--- src/rtl/div_unit.sv ---
// Multi-cycle restoring divider beside the ex stage. It supports signed and unsigned
// operands and can be annulled while a divide is in flight.
// Optional build macro DIV_EARLY_ZERO_EN: a zero dividend completes in 2 edges instead of WIDTH+2.
module div_unit #(
    parameter int unsigned WIDTH = 32,
    parameter int unsigned CNT_W = 6
) (
    input  logic               clk,
    input  logic               rst,
    input  logic               signed_div_i,
    input  logic [WIDTH-1:0]   opdata1_i,
    input  logic [WIDTH-1:0]   opdata2_i,
    input  logic               start_i,
    input  logic               annul_i,
    output logic [2*WIDTH-1:0] result_o,
    output logic               ready_o,
    output logic               busy_o
);

    typedef enum logic [1:0] {StFree, StDivByZero, StOn, StEnd} state_e;

    localparam logic [CNT_W-1:0] LastCnt = CNT_W'(WIDTH);

    state_e             r_state;
    logic [CNT_W-1:0]   r_cnt;
    logic [WIDTH-1:0]   r_rem;
    logic [WIDTH-1:0]   r_quo;
    logic [WIDTH-1:0]   r_divisor;
    logic               r_neg_quo;
    logic               r_neg_rem;

    logic [WIDTH:0]     w_shift;
    logic [WIDTH:0]     w_diff;
    logic [WIDTH-1:0]   w_op1_mag;
    logic [WIDTH-1:0]   w_op2_mag;
    logic [WIDTH-1:0]   w_quo_fix;
    logic [WIDTH-1:0]   w_rem_fix;
    logic               w_op1_neg;
    logic               w_op2_neg;
    logic               w_zero_path;

    assign w_op1_neg = signed_div_i & opdata1_i[WIDTH-1];
    assign w_op2_neg = signed_div_i & opdata2_i[WIDTH-1];
    assign w_op1_mag = w_op1_neg ? -opdata1_i : opdata1_i;
    assign w_op2_mag = w_op2_neg ? -opdata2_i : opdata2_i;

    // Partial remainder stays below the divisor, so WIDTH+1 bits hold the shifted value
    // and the top bit of the difference is the borrow.
    assign w_shift = {r_rem, r_quo[WIDTH-1]};
    assign w_diff  = w_shift - {1'b0, r_divisor};

    assign w_quo_fix = r_neg_quo ? -r_quo : r_quo;
    assign w_rem_fix = r_neg_rem ? -r_rem : r_rem;

`ifdef DIV_EARLY_ZERO_EN
    assign w_zero_path = (opdata2_i == '0) || (opdata1_i == '0);
`else
    assign w_zero_path = (opdata2_i == '0);
`endif

    assign busy_o = (r_state == StDivByZero) || (r_state == StOn);

    always_ff @(posedge clk or posedge rst) begin
        if (rst) begin
            r_state   <= StFree;
            r_cnt     <= '0;
            r_rem     <= '0;
            r_quo     <= '0;
            r_divisor <= '0;
            r_neg_quo <= 1'b0;
            r_neg_rem <= 1'b0;
            result_o  <= '0;
            ready_o   <= 1'b0;
        end else begin
            unique case (r_state)
                StFree: begin
                    ready_o  <= 1'b0;
                    result_o <= '0;
                    if (start_i && !annul_i) begin
                        if (w_zero_path) begin
                            r_state <= StDivByZero;
                        end else begin
                            r_state   <= StOn;
                            r_cnt     <= '0;
                            r_rem     <= '0;
                            r_quo     <= w_op1_mag;
                            r_divisor <= w_op2_mag;
                            r_neg_quo <= w_op1_neg ^ w_op2_neg;
                            r_neg_rem <= w_op1_neg;
                        end
                    end
                end
                StDivByZero: begin
                    r_state  <= StEnd;
                    result_o <= '0;
                    ready_o  <= 1'b1;
                end
                StOn: begin
                    if (annul_i) begin
                        r_state  <= StFree;
                        r_cnt    <= '0;
                        result_o <= '0;
                        ready_o  <= 1'b0;
                    end else if (r_cnt != LastCnt) begin
                        r_rem <= w_diff[WIDTH] ? w_shift[WIDTH-1:0] : w_diff[WIDTH-1:0];
                        r_quo <= {r_quo[WIDTH-2:0], ~w_diff[WIDTH]};
                        r_cnt <= r_cnt + CNT_W'(1);
                    end else begin
                        r_state  <= StEnd;
                        result_o <= {w_rem_fix, w_quo_fix};
                        ready_o  <= 1'b1;
                    end
                end
                StEnd: begin
                    if (!start_i) begin
                        r_state  <= StFree;
                        r_cnt    <= '0;
                        result_o <= '0;
                        ready_o  <= 1'b0;
                    end
                end
                default: r_state <= StFree;
            endcase
        end
    end

endmodule

--- config.mk ---
export PLATFORM = sky130hd
export DESIGN_NAME = div_unit
export DESIGN_NICKNAME = d
export VERILOG_FILES = /design/src/rtl/div_unit.sv
export SDC_FILE = /design/constraint.sdc
export NUM_CORES = 1
export LEC_CHECK = 0
export BUFFER_PORTS_ARGS = -buffer_cell sky130_fd_sc_hd__buf_2
export CAP_MARGIN = 25
export CORE_MARGIN = 2
export CORE_UTILIZATION = 60
export DETAILED_ROUTE_END_ITERATION = 6
export GPL_TIMING_DRIVEN = 1
export PLACE_DENSITY_LB_ADDON = 0.15
export SLEW_MARGIN = 20
export SYNTH_ARGS = -nofsm -noshare
export SYNTH_HDL_FRONTEND = slang
export SYNTH_SLANG_ARGS = --single-unit
--- constraint.sdc ---
create_clock -name clk -period 7.3 [get_ports clk]
set_input_delay 1.095 -clock clk [delete_from_list [all_inputs] [get_ports clk]]
set_output_delay 1.095 -clock clk [all_outputs]
set_load 0.1 [all_outputs]
* Word level (Yosys, flattened, before mapping)
Cells that the tools add are included.
** Cells by class
- Div/mod/pow operators :: 0
- Order comparisons :: 0
- Multipliers :: 0
- Muxes and demuxes :: 35
- $add $sub $neg :: 6
- Shifts and indexed selects :: 0
- Equal/unequal tests :: 11
- Reductions and logical operators :: 13
- Bitwise operators :: 5
** Operators with widths (count)
- $mux 32 :: 13
- $mux 64 :: 3
- $pmux 64 s3 :: 1
- $neg 32->32 :: 4
- $pmux 32 s2 :: 2
- $sub 33x32->33 :: 1
- $logic_not 32->1 :: 1
- $mux 6 :: 5
- $pmux 6 s3 :: 1
- $mux 2 :: 5
- $reduce_and 5->1 :: 2
- $ne 2x2->1 const B :: 4
- $pmux 2 s4 :: 1
- $add 6x1->6 const B :: 1
- $ne 6x6->1 const B :: 1
- $reduce_and 3->1 :: 2
- $eq 2x2->1 const B :: 2
- $pmux 1 s4 :: 1
- $mux 1 :: 3
- $ne 3x2->1 const B :: 1
- $ne 3x3->1 const B :: 1
- $reduce_bool 3->1 :: 1
- $and 1x1->1 :: 2
- $eq 2x1->1 const B :: 1
- other kinds (10) :: 11
** Storage, ports and cells
- Flip-flop bits (word level) :: 171
- Logic and storage cells :: 79
- Output and inout bits :: 66
- ROM bits :: 0
- Input bits :: 69
- Latch bits :: 0
- Memories kept :: 0
- Memory bits (writable) :: 0

* Logic depth before layout (Yosys ltp)
- Depth after elaboration :: 5
- Depth in mapped cells :: 14
- Gate-level depth less buffers :: 12

* Worst setup path before layout
Ideal clock, no wire load.
- Kind :: in2reg
- Start :: input opdata2_i[6]
- End :: register r_rem[29]
- Setup time :: 0.124 ns
- Arrival :: 3.338 ns
- Stages :: 11
- Buffers on the path :: 2
- Slack :: 3.838 ns
- Path through :: or4_1 > or3_1 > or3_1 > nor2_1 > and2_1 > a21o_1 > buf_4 > nor2_1 > buf_2 > a32oi_1 > nand2_1
** On the way
- Cells in the longest elaborated chain, start to end :: 3
** RTL lines
- start: declaration :: line 12 : input logic [WIDTH-1:0] opdata2_i,
- $logic_not 32->1 :: line 58 : assign w_zero_path = (opdata2_i == '0);
- $ne 2x2->1 (no source line)
- $reduce_and 5->1 (no source line)
- end signal: assignment :: line 105 : r_rem <= w_diff[WIDTH] ? w_shift[WIDTH-1:0] : w_diff[WIDTH-1:0];
- end: declaration :: line 26 : logic [WIDTH-1:0] r_rem;
No other way between the ends.
A chain may end at the register's enable or synchronous reset.

* Final worst setup path
- Start :: input opdata2_i[6]
- End :: register r_rem[31]
Same word-level chain as after synthesis.

==> impl_results.md <==
* Fin crit share at 0.547
* Cell mode on critical path: or3_1
* Proportion of layout cells with a drive suffix above 1 at 0.136
* Gpl congestion at 0.884
* CTS sink cnt at ~170
* Die W at 141 um
* Avg Cell Area, Syn at between 8 and 9 um2
* Fill cells at approximately 1500
* CTS tree: yes
* Syn. warnings at 0
* Hold Buf Count CTS at 0
* Main combinational cell family by area after synthesis: compound AO/OA/AOI/OAI gates
* Minimum clock period at 3990 ps
* Postcts setup bufs at 0
* TritonCTS Buffers at 17
* Synth Area in Compound Gates at 0.221
* Clock buffer depth at 2
* Synthesized cell area at 0.0112 mm2
* Crit path kind: in -> reg
* Detail Route Antenna Nets at 0
* Simple-Gate Fraction of Synth Area at 0.180
* Sequential share of the synthesized area at 0.381
* Num rows at 50
* Cell area after layout at approximately 0.013 mm2
* Pleak at about 5.8 nW
* Worst EP arrival at roughly 4300 ps
* Worst slew pin tran at ~1000 ps
* HPWL after DPL at approximately 20000 um
* Synth async-reset ratio at 1.00
* Synth Instances at approximately 1300
* Xor-xnor portion of the synthesized cell area at 0.111
* Nets at around 1600
* Final setup violation count at 0
* Layout area overhead at 13.1%
* Post_cts resized at 0
* Max Slew Vio Count at 0
* PwrDens at 430 mW/mm2
* Most frequent cells in the layout: 195 x nand2_1, 171 x dfrtp_1, 168 x o21ai_0, 134 x buf_2, 117 x a21oi_1
* Clk slew on worst S/H paths at 60 ps
* Synthesized Nets at roughly 1500
* Die Area at 0.0198 mm2
* Yosys reg bits at approximately 170
* Worst Clk Skew at approximately 10 ps
* Largest net degree at the start of global routing at between 100 and 150
* Vias in the first global route at about 9000
* Max Cap Viol at 0
* CP endpoint kind: register
* Io pins at 135
* Starting Density at 0.606
* CP max stage cell: buf_4
* Mean number of vias per cell at 5.91
* Mux cell area share after synthesis at 0.0134
* RSZ-0062 raised after global routing: false
* Total Power at ~5.4 mW
* IO buf count at between 100 and 150
* Final Hold Fails at 0
* EDFF count, synth at 0
* Crit path max fanout at roughly 100
* Top FF cell, synth: dfrtp_1
* Number of antenna violations at the first check in global routing at 0
* Min Hold Slack at 469 ps
* Multi-input gate area at 0.00647 mm2
* FF/Latch Area at around 0.0043 mm2
* Grt ovf at 0
* Critical Path, Cell by Cell: buf_2 > or4_1 > or3_1 > or3_1 > nor2_1 > and2_1 > a21o_2 > buf_4 > nor4b_1 > o221ai_1 > nand4_1
* Yosys cell types at 65
* First-pass GRT wire length at 44600 um
* Min-Delay Path Class: reg -> reg
* Die Y at 141 um
* Routed WL at between 20000 and 30000 um
* Core ar. at 0.0185 mm2
* Root Driver: clkbuf_16
* CP Launch Type: primary input
* CP peak stage delay at around 700 ps
* Dpl ws at between 2000 and 3000 ps
* Worst-skew pair later-pin latency at about 430 ps
* CP required at roughly 7600 ps
* Pre-Repair DR Iteration Count at 6
* Synthesized-area fraction occupied by adder cells at 0.0497
* H-tree depth at 4
* Initial DRC Count at between 700 and 800
* Placement Cell Area at 0.0120 mm2
* Status: complete, no violations
* Peak Freq at 250 MHz
* Slew HR at 0.322
* Setup_tns at 0 ps
* GRT Total Usage at 0.277
* Vias at roughly 10000
* Worst setup margin at 3310 ps
* Routed len/inst at between 15 and 20 um
* Max rail drop VDD at 219 uV
* DRC at 0
* Most common cell after layout, fill and taps aside: nand2_1
==> sequential cells by signal, indices dropped and copies added, names as in the netlist <==
register   cells
r_rem         32
ready_o        1
r_state        2
r_neg_rem      1
r_cnt          6
r_divisor     32
result_o      64
r_neg_quo      1
r_quo         32
==> layout make-up <==
class	instances	area share
Inverter	60	0.0182
Tap cell	234	0.0231
Timing Repair Buffer	146	0.0627
Clock inverter	10	0.0130
Multi-Input combinational cell	1052	0.510
Sequential cell	171	0.337
Antenna cell	1	0.000197
Clock buffer	20	0.0352
==> worst paths after layout <==
kind	startpoint	end	slack (ps)	cells after the start
setup / recovery	opdata2_i[6]	r_rem[31]	3310	11
hold / removal	result_o[47]	result_o[47]	470	2
setup reg to reg	r_quo[31]	r_rem[20]	3440	13
hold reg to reg	result_o[47]	result_o[47]	470	2
max in group asynchronous	rst	r_quo[0]	5140	4
min in group asynchronous	rst	result_o[41]	650	2
==> per-layer routing <==
layer / part of all wire / track usage / vias to the layer above
met5: 0 / 0 / -
met4: 0.010 / 0.0521 / 0
li1: - / - / 4961
met2: 0.41 / 0.384 / 334
met1: 0.51 / 0.445 / 4702
met3: 0.071 / 0.0625 / 20
==> per-stage QoR <==
step                 util  instances
floorplan               -       1347
global placement    0.648       1659
detailed placement  0.648       1659
CTS                 0.681       1689
global route        0.685       1693
finish              0.685       1694
==> logic make-up (layout without fill, tap and decap cells) <==
logic type               Yosys count  in the layout
AND/OR/NAND/NOR                  438            438
AO/OA/AOI/OAI                    414            414
flip-flops                       171            171
XOR/XNOR                         141            141
buffers and inverters            124            236
adder cells (fa/ha/maj)           44             44
multiplexers                      15             15
other                              0              1
==> power by group <==
group	total, mW	leakage (nW)	internal [mW]	switching, mW
logic	2.91	3.27	1.13	1.79
registers	1.58	2.25	1.20	0.386
clock network	0.953	0.289	0.580	0.374
total	5.45	5.81	2.90	2.55
==> critical path, delay by kind of cell <==
kind / cells / cell delay, ps
buffers and inverters: 2 / 810
AND/OR/NAND/NOR: 7 / 2010
AO/OA/AOI/OAI: 2 / 380
==> cells in the mapped netlist (12+ instances only) <==
cell type	count	area share
buf_2	12	0.0054
nand3_1	30	0.013
o21ai_0	168	0.075
or3_1	15	0.0084
nor4_1	14	0.0078
inv_1	60	0.020
xnor2_1	53	0.041
a21oi_1	117	0.052
nor3_1	22	0.0098
or4_1	12	0.0080
nand2_1	195	0.065
nor2_1	93	0.031
xor2_1	87	0.068
o31ai_1	33	0.022
ha_1	43	0.048
dfrtp_1	171	0.38
mux2i_1	15	0.013
o311ai_0	16	0.012
clkbuf_1	43	0.014
o41ai_1	13	0.010
Power figures use the tool's default switching activity.
